### config.mk
export PLATFORM = sky130hd
export DESIGN_NAME = fifo_sync_prog
export DESIGN_NICKNAME = d
export VERILOG_FILES = /design/src/rtl/fifo_sync_prog.sv
export SDC_FILE = /design/constraint.sdc
export NUM_CORES = 1
export LEC_CHECK = 0
export BUFFER_PORTS_ARGS = -buffer_cell sky130_fd_sc_hd__buf_2
export CORE_ASPECT_RATIO = 0.8
export CORE_MARGIN = 10
export CORE_UTILIZATION = 29
export CTS_BUF_LIST = sky130_fd_sc_hd__clkbuf_8 sky130_fd_sc_hd__clkbuf_16
export DETAILED_ROUTE_END_ITERATION = 10
export PLACE_DENSITY = 0.46
export SLEW_MARGIN = 20
export SYNTH_ARGS = -nofsm -noshare
export SYNTH_HDL_FRONTEND = slang
export SYNTH_SLANG_ARGS = --single-unit
### constraint.sdc
create_clock -name clk -period 2.78 [get_ports clk]
set_input_delay 0.278 -clock clk [delete_from_list [all_inputs] [get_ports clk]]
set_output_delay 0.278 -clock clk [all_outputs]
set_load 0.05 [all_outputs]
### src/rtl/fifo_sync_prog.sv
// Purpose: single-clock FIFO with MSB-toggle pointers, occupancy count, programmable almost flags and sticky error flags.
// Latency: standard mode rd_data registered one cycle after an accepted rd_en; FWFT mode (FIFO_SYNC_PROG_FWFT_EN) shows the head combinationally.
// Backpressure: writes while full and reads while empty are dropped and latch overflow/underflow until rst or clr_err.
module fifo_sync_prog #(
  parameter int DATA_WIDTH = 8,
  parameter int ADDR_WIDTH = 3,
  // Derived from ADDR_WIDTH; leave at its default.
  parameter int DEPTH      = 1 << ADDR_WIDTH,
  parameter int AF_THRESH  = (1 << ADDR_WIDTH) - 1,
  parameter int AE_THRESH  = 1
) (
  input  logic                  clk,
  input  logic                  rst,
  input  logic                  wr_en,
  input  logic [DATA_WIDTH-1:0] wr_data,
  input  logic                  rd_en,
  output logic [DATA_WIDTH-1:0] rd_data,
  output logic                  full,
  output logic                  empty,
  output logic                  almost_full,
  output logic                  almost_empty,
  output logic [ADDR_WIDTH:0]   data_count,
  output logic                  overflow,
  output logic                  underflow,
  input  logic                  clr_err
);

  // Thresholds narrowed to the count width so compares stay width-matched.
  localparam logic [ADDR_WIDTH:0] AF_T    = AF_THRESH[ADDR_WIDTH:0];
  localparam logic [ADDR_WIDTH:0] AE_T    = AE_THRESH[ADDR_WIDTH:0];
  localparam logic [ADDR_WIDTH:0] PTR_ONE = {{ADDR_WIDTH{1'b0}}, 1'b1};

  logic [DATA_WIDTH-1:0] mem [DEPTH];
  logic [ADDR_WIDTH:0]   wr_ptr;
  logic [ADDR_WIDTH:0]   rd_ptr;
  logic                  wr_acc;
  logic                  rd_acc;

  // Status is purely a function of the pointers; the extra MSB separates full from empty.
  assign empty        = (wr_ptr == rd_ptr);
  assign full         = (wr_ptr[ADDR_WIDTH] != rd_ptr[ADDR_WIDTH]) &&
                        (wr_ptr[ADDR_WIDTH-1:0] == rd_ptr[ADDR_WIDTH-1:0]);
  assign data_count   = wr_ptr - rd_ptr;
  assign almost_full  = (data_count >= AF_T);
  assign almost_empty = (data_count <= AE_T);

  // Acceptance uses the pre-edge flags only, so a full FIFO can still be read while a write is dropped.
  assign wr_acc = wr_en && !full;
  assign rd_acc = rd_en && !empty;

  // Storage write; contents are intentionally not reset, but the reset cycle writes nothing.
  always_ff @(posedge clk) begin
    if (!rst && wr_acc) begin
      mem[wr_ptr[ADDR_WIDTH-1:0]] <= wr_data;
    end
  end

  // Pointer advance; natural wrap at 2^(ADDR_WIDTH+1) toggles the MSB.
  always_ff @(posedge clk) begin
    if (rst) begin
      wr_ptr <= '0;
      rd_ptr <= '0;
    end else begin
      if (wr_acc) wr_ptr <= wr_ptr + PTR_ONE;
      if (rd_acc) rd_ptr <= rd_ptr + PTR_ONE;
    end
  end

`ifdef FIFO_SYNC_PROG_FWFT_EN
  // Head word falls through; value is meaningless while empty.
  assign rd_data = mem[rd_ptr[ADDR_WIDTH-1:0]];
`else
  // Registered read port; holds its last value when no read is accepted.
  always_ff @(posedge clk) begin
    if (rst) begin
      rd_data <= '0;
    end else if (rd_acc) begin
      rd_data <= mem[rd_ptr[ADDR_WIDTH-1:0]];
    end
  end
`endif

  // Sticky error flags; a new error in the same cycle as clr_err keeps the flag set.
  always_ff @(posedge clk) begin
    if (rst) begin
      overflow  <= 1'b0;
      underflow <= 1'b0;
    end else begin
      if (wr_en && full)      overflow <= 1'b1;
      else if (clr_err)       overflow <= 1'b0;
      if (rd_en && empty)     underflow <= 1'b1;
      else if (clr_err)       underflow <= 1'b0;
    end
  end

endmodule

* Word-level counts from Yosys, hierarchy flattened *
Memory sizes are Yosys's and may differ from the RTL's. A register that Yosys moved wholly into a read port is not among the register bits.
Cells that the tools add are included.

word-level totals
  bits of input ports = 13
  word-level logic and storage cells = 29
  flip-flop bits (word level) = 10
  output and inout bits = 18
  memory bits (writable) = 64
  memories kept = 1

memories
  memory  depth  bits a word  read ports  clocked after memory_dff  wr ports  RTL line  text
  mem     8      8            1           1                         1         33        logic [DATA_WIDTH-1:0] mem [DEPTH];

operators by class
  $add $sub $neg = 3
  equality and inequality tests = 3
  $lt $le $gt $ge = 2
  muxes and demuxes = 5
  reduce and logical (&&, ||, !) cells = 11

operator list
  cell                   count
  $add A4 B1 Y4 const B  2
  $logic_and A1 B1 Y1    6
  $mux W1                5
  $eq A4 B4 Y1           1
  $ge A4 B3 Y1 const B   1
  $le A4 B1 Y1 const B   1
  $reduce_bool A2 Y1     2
  $sub A4 B4 Y4          1
  $eq A3 B3 Y1           1
  $logic_not A1 Y1       3
  $ne A1 B1 Y1           1

* Depth between registers and ports, before layout *
Gate-level depths: netlist of the first run.

  word-level depth = 7
  depth in mapped cells = 10
  depth with buffers taken out = 6

* Least setup slack after synthesis of the first run *
OpenSTA, ideal clock, no wires.

  kind = register -> register
  start = register rd_ptr[1]
  end = memory mem[1][0] (enable)
  stages on the path, launching flop included = 10
  setup slack = -0.187 ns
  data required time = 2.385 ns
  setup time = 0.395 ns
  arrival = 2.572 ns
  clock period less this slack = 2.967 ns
  buffers on the path = 3
  cell sequence = dfxtp_1 buf_6 buf_8 buf_6 inv_1 ha_1 nand3_1 o21ai_2 or2_4 nor4_1

between the ends
  word-level cells in the longest chain between the ends = 7

RTL lines
  what                           RTL line  text
  start: declaration             35        logic [ADDR_WIDTH:0] rd_ptr;
  start signal: assignment       65        if (rd_acc) rd_ptr <= rd_ptr + PTR_ONE;
  $eq A3 B3 Y1                   42        (wr_ptr[ADDR_WIDTH-1:0] == rd_ptr[ADDR_WIDTH-1:0]);
  $logic_and A1 B1 Y1            41        assign full = (wr_ptr[ADDR_WIDTH] != rd_ptr[ADDR_WIDTH]) &&
  $logic_not A1 Y1               48        assign wr_acc = wr_en && !full;
  $logic_and A1 B1 Y1            48
  $logic_and A1 B1 Y1            53        if (!rst && wr_acc) begin
  $mux W1                        53
  $mux W1 (not written as such)  54        mem[wr_ptr[ADDR_WIDTH-1:0]] <= wr_data;
  end: declaration               33

No other way between the ends.

* Worst setup path in the final report of the first run *
  start = register rd_ptr[1]
  end = output port almost_empty

between the ends
  word-level cells in the longest chain between the ends = 2

RTL lines
  what              RTL line  text
  $sub A4 B4 Y4     43        assign data_count = wr_ptr - rd_ptr;
  $le A4 B1 Y1      45        assign almost_empty = (data_count <= AE_T);
  end: declaration  21        output logic almost_empty,

No other way between the ends.

==> impl_metrics.prom, run 1 <==
# TYPE chip_impl_metric gauge
chip_impl_metric{name="track_usage",unit="%"} 9.87
chip_impl_metric{name="core.rowCount",unit=""} 35
chip_impl_metric{name="power_report.internal_total",unit="µW"} 2130
chip_impl_metric{name="post_synth_mux_area_share",unit="%"} 10.7
chip_impl_metric{name="slew_headroom",unit="%"} 60.8
chip_impl_info{name="cts_root_buf",value="clkbuf_16"} 1
chip_impl_info{name="grt_setup_unrepaired",value="false"} 1
chip_impl_info{name="synth_top_family_by_area",value="multiplexers"} 1
chip_impl_metric{name="path_max_fanout",unit=""} 5
chip_impl_metric{name="compound_gate_portion_of_the_synthesized_area",unit="%"} 6.25
chip_impl_info{name="holdCritPathClass",value="in2reg"} 1
chip_impl_info{name="startpoint",value="rd_ptr[1]$_SDFFE_PP0P_"} 1
chip_impl_metric{name="fin_ws",unit="ns"} 0.345
chip_impl_metric{name="power.static_leakage",unit="µW"} 0.00140
chip_impl_info{name="synthTopCellsByArea",value="edfxtp_1 57%, dfxtp_1 11%, mux2i_1 5.0%"} 1
chip_impl_metric{name="cts.htree.levels",unit=""} 3
chip_impl_metric{name="synth_cell_types",unit=""} 39
chip_impl_metric{name="dpl.hpwl",unit="µm"} 4910
chip_impl_metric{name="gpl.final_weighted_congestion",unit=""} 0.764
chip_impl_metric{name="worst-slew-pin-transition",unit="ns"} 0.588
chip_impl_metric{name="core-area",unit="µm²"} 11500
chip_impl_info{name="yosys.cell_count.top_type",value="edfxtp_1"} 1
chip_impl_metric{name="routedWlPerCell",unit="µm"} 17.9
chip_impl_metric{name="tns",unit="ns"} 0
chip_impl_metric{name="grt_antenna_before_repair",unit=""} 0
chip_impl_info{name="cts_tree",value="done"} 1
chip_impl_metric{name="finalClockSkew",unit="ns"} 0.0110
chip_impl_metric{name="maximum_ir_drop_on_the_vdd_rail",unit="V"} 0.000258
chip_impl_metric{name="antenna_cells",unit=""} 0
chip_impl_metric{name="share_clk_of_total_power",unit="%"} 34.3
chip_impl_metric{name="globalRouteOverflowTotal",unit=""} 0
chip_impl_metric{name="viasPerCell",unit=""} 4.66
chip_impl_metric{name="synthXorXnorAreaFrac",unit="%"} 2.29
chip_impl_metric{name="synth_fp_nets",unit=""} 243
chip_impl_metric{name="layout-drive-gt1-share",unit="%"} 25.5
chip_impl_metric{name="route.antenna.remaining_nets",unit=""} 0
chip_impl_metric{name="finalWorstPathRequiredPeriod",unit="ns"} 2.44
chip_impl_info{name="r2r-end",value="rd_data[0]$_SDFFE_PP0P_"} 1
chip_impl_metric{name="switch_pwr",unit="µW"} 926
chip_impl_metric{name="netlist_instances",unit=""} 224
chip_impl_info{name="outcome",value="complete, no violations"} 1
chip_impl_metric{name="comb_power_share",unit="%"} 20.2
chip_impl_metric{name="synth-edff-count",unit=""} 64
chip_impl_metric{name="worst_r2r_path_depth",unit=""} 7
chip_impl_metric{name="io_pins",unit=""} 31
chip_impl_metric{name="drt_first_pass_iters",unit=""} 4
chip_impl_metric{name="placement.io_buffers",unit=""} 30
chip_impl_metric{name="worst_hold_margin",unit="ns"} 0.214
chip_impl_metric{name="pin_count_of_the_biggest_net_entering_global_routing",unit=""} 26
chip_impl_metric{name="slew_viol_final",unit=""} 0
chip_impl_metric{name="timing_hold_violations_final",unit=""} 0
chip_impl_info{name="synth_area_leader_cell",value="edfxtp_1"} 1
chip_impl_metric{name="cts_post_setup_buffers_inserted",unit=""} 0
chip_impl_metric{name="final_min_period_over_clock_period",unit="%"} 87.6
chip_impl_metric{name="drc",unit=""} 0
chip_impl_metric{name="wire_length_of_the_first_global_routing_pass",unit="µm"} 12100
chip_impl_metric{name="tritoncts.num_buffers",unit=""} 9
chip_impl_metric{name="synthesis.area_per_instance",unit="µm²"} 15.1
chip_impl_metric{name="clkSinkCount",unit=""} 82
chip_impl_info{name="r2r_start",value="rd_ptr[1]$_SDFFE_PP0P_"} 1
chip_impl_metric{name="clock_latency",unit="ns"} 0.34
chip_impl_metric{name="dieArea",unit="µm²"} 16400
chip_impl_metric{name="hold_buffers",unit=""} 0
chip_impl_metric{name="die_y",unit="µm"} 117
chip_impl_metric{name="worstPathRequired",unit="ns"} 2.50
chip_impl_metric{name="p_per_area",unit="nW/µm²"} 759
chip_impl_metric{name="syn-cell-area",unit="µm²"} 3390
chip_impl_metric{name="area_growth",unit="%"} 18.8
chip_impl_metric{name="clockBufferDepth",unit=""} 2
chip_impl_metric{name="pre_cts_slack",unit="ns"} 0.693
chip_impl_info{name="criticalPathCategory",value="reg2out"} 1
chip_impl_info{name="netlist_top_cells_count",value="64 x edfxtp_1, 23 x nor2_1, 18 x dfxtp_1, 17 x mux2i_1, 10 x nor3_1"} 1
chip_impl_metric{name="max_clock_freq",unit="MHz"} 411
chip_impl_metric{name="yosys.area_share.simple",unit="%"} 7.80
chip_impl_metric{name="clk_pin_slew",unit="ns"} 0.07
chip_impl_metric{name="reg2reg_setup_slack",unit="ns"} 0.69
chip_impl_metric{name="timing.critical_path.arrival",unit="ns"} 2.16
chip_impl_metric{name="max_cap_viol_count",unit=""} 0
chip_impl_metric{name="swShare",unit="%"} 30.3
chip_impl_metric{name="horizontal_die_dimension",unit="µm"} 141
chip_impl_info{name="synth_flop_cell",value="edfxtp_1"} 1
chip_impl_metric{name="drt_wl_total",unit="µm"} 7490
chip_impl_metric{name="power.sequential.fraction",unit="%"} 45.5
chip_impl_metric{name="effective_utilization_at_floorplan",unit="%"} 29.5
chip_impl_metric{name="yosysTopAreaCellShare",unit="%"} 56.8
chip_impl_metric{name="yosys.area_share.adder",unit="%"} 2.44
chip_impl_metric{name="ff_latch_count_synth",unit=""} 82
chip_impl_info{name="startpoint_type",value="flip-flop"} 1
chip_impl_metric{name="number_of_global_route_vias_before_repair",unit=""} 2029
chip_impl_metric{name="totalPowerFinal",unit="µW"} 3050
chip_impl_info{name="setup.worst_path.end",value="almost_empty"} 1
chip_impl_metric{name="synth-async-reset-ratio",unit="%"} 0
chip_impl_metric{name="route.vias.total",unit=""} 1951
chip_impl_metric{name="layout.nets",unit=""} 285
chip_impl_metric{name="drtIter0Drc",unit=""} 144
chip_impl_info{name="critPathCaptureType",value="primary output"} 1
chip_impl_metric{name="synth_sequential_area_ratio",unit="%"} 67.4
chip_impl_metric{name="cts-resized-gates",unit=""} 0
chip_impl_metric{name="ys_warn_count",unit=""} 0
chip_impl_metric{name="setup_viol_count_final",unit=""} 0
## logic make-up after synthesis
| family | count (synthesis) |
|---|---|
| flip-flops | 82 |
| AND/OR/NAND/NOR | 53 |
| AO/OA/AOI/OAI | 31 |
| multiplexers | 25 |
| buffers and inverters | 19 |
| XOR/XNOR | 8 |
| adder cells (fa/ha/maj) | 6 |
## sequential cells by signal, summed over array words and instances, names as in the netlist
register	count
wr_ptr	4
rd_data	8
underflow	1
rd_ptr	4
mem	64
overflow	1
## power groups by stage
stage          registers, µW  clock network, µW  logic (µW)
2_1_floorplan           1500                  0         378
3_3_place_gp            1410                  0         623
3_5_place_dp            1420                  0         626
4_1_cts                 1390               1070         628
5_1_grt                 1390               1130         670
6_report                1390               1050         617
## layout by cell type (no fill, tap or decap), types with 8 or more instances in the layout
cell type	count
edfxtp_1	64
buf_2	30
nor2_1	23
dfxtp_1	18
mux2i_1	17
buf_4	11
inv_1	10
nor3_1	10
clkbuf_16	9
o22ai_1	8
a211oi_1	8
## area by class of cell
| cell class | instances | area, µm² |
|---|---|---|
| Clock buffer | 9 | 225 |
| Clock inverter | 7 | 38.8 |
| Tap cell | 148 | 185 |
| Fill cell | 1116 | 7450 |
| Inverter | 8 | 30.0 |
| Multi-Input combinational cell | 123 | 1010 |
| Timing Repair Buffer | 42 | 253 |
| Sequential cell | 82 | 2280 |
## critical path, stage by stage, from the launching register on
cell and delay, ns:
dfxtp_1 0.49, inv_1 0.08, ha_1 0.29, nor2b_1 0.13, o21ai_0 0.21, and3_1 0.23
o211a_1 0.14, buf_2 0.25
## layer usage
| layer | GRT usage, % | share of wire (%) | vias to the layer above |
|---|---|---|---|
| met1 | 13.0 | 49 | 968 |
| met4 | 3.50 | 1.3 | 0 |
| met3 | 4.23 | 5.8 | 9 |
| li1 | - | - | 938 |
| met5 | 0 | 0 | - |
| met2 | 14.1 | 44 | 36 |
## worst min-delay path by stage
stage	slack [ns]	end	startpoint	cells past startpoint
after global routing	0.21	mem[7][3]$_DFFE_PP_	wr_data[3]	1
after detailed placement	0.48	rd_data[0]$_SDFFE_PP0P_	rd_data[0]$_SDFFE_PP0P_	2
after CTS	0.21	mem[7][3]$_DFFE_PP_	wr_data[3]	1
final	0.21	mem[7][3]$_DFFE_PP_	wr_data[3]	1
after global placement	0.48	rd_data[0]$_SDFFE_PP0P_	rd_data[0]$_SDFFE_PP0P_	2
after floorplan	0.38	mem[0][0]$_DFFE_PP_	wr_data[0]	0
## per-stage QoR
stage               std cells  utilization [%]  cell area [µm²]
floorplan                 224                -             3400
global route              419             35.1             4020
global placement          403             32.8             3760
finish                    419             35.1             4020
CTS                       419             35.1             4020
detailed placement        403             32.8             3760
Power figures use the tool's default switching activity.
==> run 2, diff against run 1 <==
--- a/config.mk
+++ b/config.mk
@@ -11,7 +11,8 @@
 export CORE_UTILIZATION = 29
 export CTS_BUF_LIST = sky130_fd_sc_hd__clkbuf_8 sky130_fd_sc_hd__clkbuf_16
 export DETAILED_ROUTE_END_ITERATION = 10
-export PLACE_DENSITY = 0.46
+export MAX_ROUTING_LAYER = met4
+export PLACE_DENSITY = 0.45
 export SLEW_MARGIN = 20
 export SYNTH_ARGS = -nofsm -noshare
 export SYNTH_HDL_FRONTEND = slang
==> constraint.sdc (replaced) <==
create_clock -name clk -period 2.7 [get_ports clk]
set_input_delay 0.27 -clock clk [delete_from_list [all_inputs] [get_ports clk]]
set_output_delay 0.27 -clock clk [all_outputs]
set_load 0.05 [all_outputs]
==> impl_metrics.prom, run 2 (synthesis results as in run 1) <==
# TYPE chip_impl_metric gauge
chip_impl_info{name="startpoint_type",value="flip-flop"} 1
chip_impl_info{name="layout.cells.most_common_list",value="64 x edfxtp_1, 30 x buf_2, 23 x nor2_1"} 1
chip_impl_metric{name="placement.io_buffers",unit=""} 30
chip_impl_info{name="critPathTopFamily",value="flip-flops"} 1
chip_impl_metric{name="slew_headroom",unit="%"} 61.6
chip_impl_metric{name="core-area",unit="µm²"} 11500
chip_impl_info{name="cts_root_buf",value="clkbuf_16"} 1
chip_impl_metric{name="clkSinkCount",unit=""} 82
chip_impl_metric{name="finalClockSkew",unit="ns"} 0.00941
chip_impl_metric{name="cts_post_setup_buffers_inserted",unit=""} 0
chip_impl_metric{name="drtIter0Drc",unit=""} 171
chip_impl_metric{name="drc",unit=""} 0
chip_impl_metric{name="antenna_cells",unit=""} 0
chip_impl_metric{name="pin_count_of_the_biggest_net_entering_global_routing",unit=""} 26
chip_impl_metric{name="final_min_period_over_clock_period",unit="%"} 90.7
chip_impl_metric{name="fin_ws",unit="ns"} 0.251
chip_impl_metric{name="max_cap_viol_count",unit=""} 0
chip_impl_metric{name="worstPathRequired",unit="ns"} 2.43
chip_impl_info{name="critical_path.cell_chain",value="inv_1 -> fa_1 -> xor2_1 -> o211a_1 -> buf_2"} 1
chip_impl_info{name="criticalPathCategory",value="reg2out"} 1
chip_impl_metric{name="dieArea",unit="µm²"} 16400
chip_impl_metric{name="finalWorstPathRequiredPeriod",unit="ns"} 2.45
chip_impl_metric{name="layout-drive-gt1-share",unit="%"} 26.9
chip_impl_metric{name="worstHoldPathCells",unit=""} 1
chip_impl_info{name="outcome",value="complete, no violations"} 1
chip_impl_metric{name="maximum_ir_drop_on_the_vdd_rail",unit="V"} 0.000296
chip_impl_metric{name="route.vias.total",unit=""} 1923
chip_impl_metric{name="reg2reg_setup_slack",unit="ns"} 0.62
chip_impl_metric{name="max_clock_freq",unit="MHz"} 408
chip_impl_info{name="slowest_stage_cell_on_the_critical_path",value="dfxtp_1"} 1
chip_impl_metric{name="die_y",unit="µm"} 117
chip_impl_metric{name="setup_viol_count_final",unit=""} 0
chip_impl_info{name="cts_tree",value="done"} 1
chip_impl_metric{name="tns",unit="ns"} 0
chip_impl_info{name="critPathCaptureType",value="primary output"} 1
chip_impl_metric{name="multi_input_area",unit="µm²"} 1020
chip_impl_metric{name="p_per_area",unit="nW/µm²"} 805
chip_impl_metric{name="clk_pin_slew",unit="ns"} 0.06
chip_impl_metric{name="horizontal_die_dimension",unit="µm"} 141
chip_impl_info{name="holdCritPathClass",value="in2reg"} 1
chip_impl_metric{name="clock_latency",unit="ns"} 0.33
chip_impl_metric{name="layout.nets",unit=""} 285
chip_impl_metric{name="effective_utilization_at_floorplan",unit="%"} 29.5
chip_impl_metric{name="io_pins",unit=""} 31
chip_impl_metric{name="cts-resized-gates",unit=""} 0
chip_impl_metric{name="number_of_global_route_vias_before_repair",unit=""} 1889
chip_impl_info{name="layout.cells.most_common",value="edfxtp_1"} 1
chip_impl_metric{name="timing_hold_violations_final",unit=""} 0
chip_impl_metric{name="layout.filler_cells",unit=""} 1124
chip_impl_metric{name="timing.critical_path.arrival",unit="ns"} 2.18
chip_impl_metric{name="pre_cts_slack",unit="ns"} 0.578
chip_impl_metric{name="clockBufferDepth",unit=""} 2
chip_impl_info{name="r2r_start",value="wr_ptr[0]$_SDFFE_PP0P_"} 1
chip_impl_metric{name="max_stage_delay",unit="ns"} 0.55
chip_impl_metric{name="hold_buffers",unit=""} 0
chip_impl_metric{name="largest_register_ff_count",unit=""} 64
chip_impl_metric{name="power.static_leakage",unit="µW"} 0.00142
chip_impl_metric{name="sequential_cell_area",unit="µm²"} 2280
chip_impl_metric{name="cts.htree.levels",unit=""} 3
chip_impl_metric{name="wire_length_of_the_first_global_routing_pass",unit="µm"} 11500
chip_impl_info{name="holdPathEnd",value="mem[6][2]$_DFFE_PP_"} 1
chip_impl_metric{name="worst_r2r_path_depth",unit=""} 7
chip_impl_metric{name="stdcell_count",unit=""} 419
chip_impl_metric{name="critPathBufInv",unit=""} 2
chip_impl_info{name="r2r-end",value="rd_data[6]$_SDFFE_PP0P_"} 1
chip_impl_metric{name="drt_wl_total",unit="µm"} 7390
chip_impl_metric{name="gpl.final_weighted_congestion",unit=""} 0.766
chip_impl_metric{name="grt_antenna_before_repair",unit=""} 0
chip_impl_metric{name="track_usage",unit="%"} 9.49
chip_impl_metric{name="core.rowCount",unit=""} 35
chip_impl_metric{name="tritoncts.num_buffers",unit=""} 9
chip_impl_metric{name="utilization",unit="%"} 35.5
chip_impl_metric{name="slew_viol_final",unit=""} 0
chip_impl_metric{name="routedWlPerCell",unit="µm"} 17.6
chip_impl_metric{name="path_max_fanout",unit=""} 10
chip_impl_metric{name="dp.cells",unit=""} 403
chip_impl_metric{name="dpl.hpwl",unit="µm"} 4810
chip_impl_metric{name="area_growth",unit="%"} 20.1
chip_impl_info{name="worst_hold_startpoint",value="wr_data[2]"} 1
chip_impl_metric{name="viasPerCell",unit=""} 4.59
chip_impl_metric{name="route.antenna.remaining_nets",unit=""} 0
chip_impl_metric{name="drt_first_pass_iters",unit=""} 4
chip_impl_metric{name="globalRouteOverflowTotal",unit=""} 0
chip_impl_info{name="grt_setup_unrepaired",value="false"} 1
chip_impl_metric{name="worst-slew-pin-transition",unit="ns"} 0.576
-- run 2: cell count changes in the layout (fill, tap and decap cells not counted), sizes merged --
| cell | before | now |
|---|---|---|
| bufinv | 0 | 1 |
| clkinv | 2 | 1 |
-- run 2: worst max-delay path by stage --
stage | startpoint | end | slack [ns] | cells past startpoint
final | wr_ptr[1]$_SDFFE_PP0P_ | almost_empty | 0.25 | 5
after global routing | wr_ptr[1]$_SDFFE_PP0P_ | almost_empty | 0.14 | 6
after CTS | wr_ptr[1]$_SDFFE_PP0P_ | almost_empty | 0.21 | 5
after detailed placement | wr_ptr[1]$_SDFFE_PP0P_ | almost_empty | 0.58 | 5
after global placement | wr_ptr[1]$_SDFFE_PP0P_ | almost_empty | 0.62 | 5
after floorplan | rd_ptr[1]$_SDFFE_PP0P_ | mem[2][0]$_DFFE_PP_ | 0.02 | 9
-- run 2: area by class of cell --
class / instances / share of cell area [%]
clock buffers: 9 / 5.54
clock inverters: 7 / 1.72
inverters: 8 / 0.738
multi-input cells: 123 / 25.1
flip-flops and latches: 82 / 56.1
well taps: 148 / 4.55
repair buffers: 42 / 6.21
-- run 2: layer usage --
metal | up-vias | track usage, % | part of all wire [%]
met4 | 0 | 3.85 | 1.4
met5 | - | - | 0
met1 | 945 | 12.7 | 50
li1 | 932 | - | -
met3 | 7 | 2.60 | 4.4
met2 | 39 | 13.2 | 44
-- run 2: stage by stage --
stage                     area [µm²]  hold slack, ns  total power [µW]
final                           4070           0.213              3270
after global routing            4070           0.219              3410
after CTS                       4070           0.202              3320
after detailed placement        3770           0.485              2110
after global placement          3770           0.479              2100
after floorplan                 3410           0.369              1940
-- run 2: power by group --
part / switching [µW] / internal [µW] / total [µW]
registers: 24.9 / 1400 / 1430
logic: 463 / 179 / 642
clock network: 489 / 714 / 1200
total: 977 / 2300 / 3270
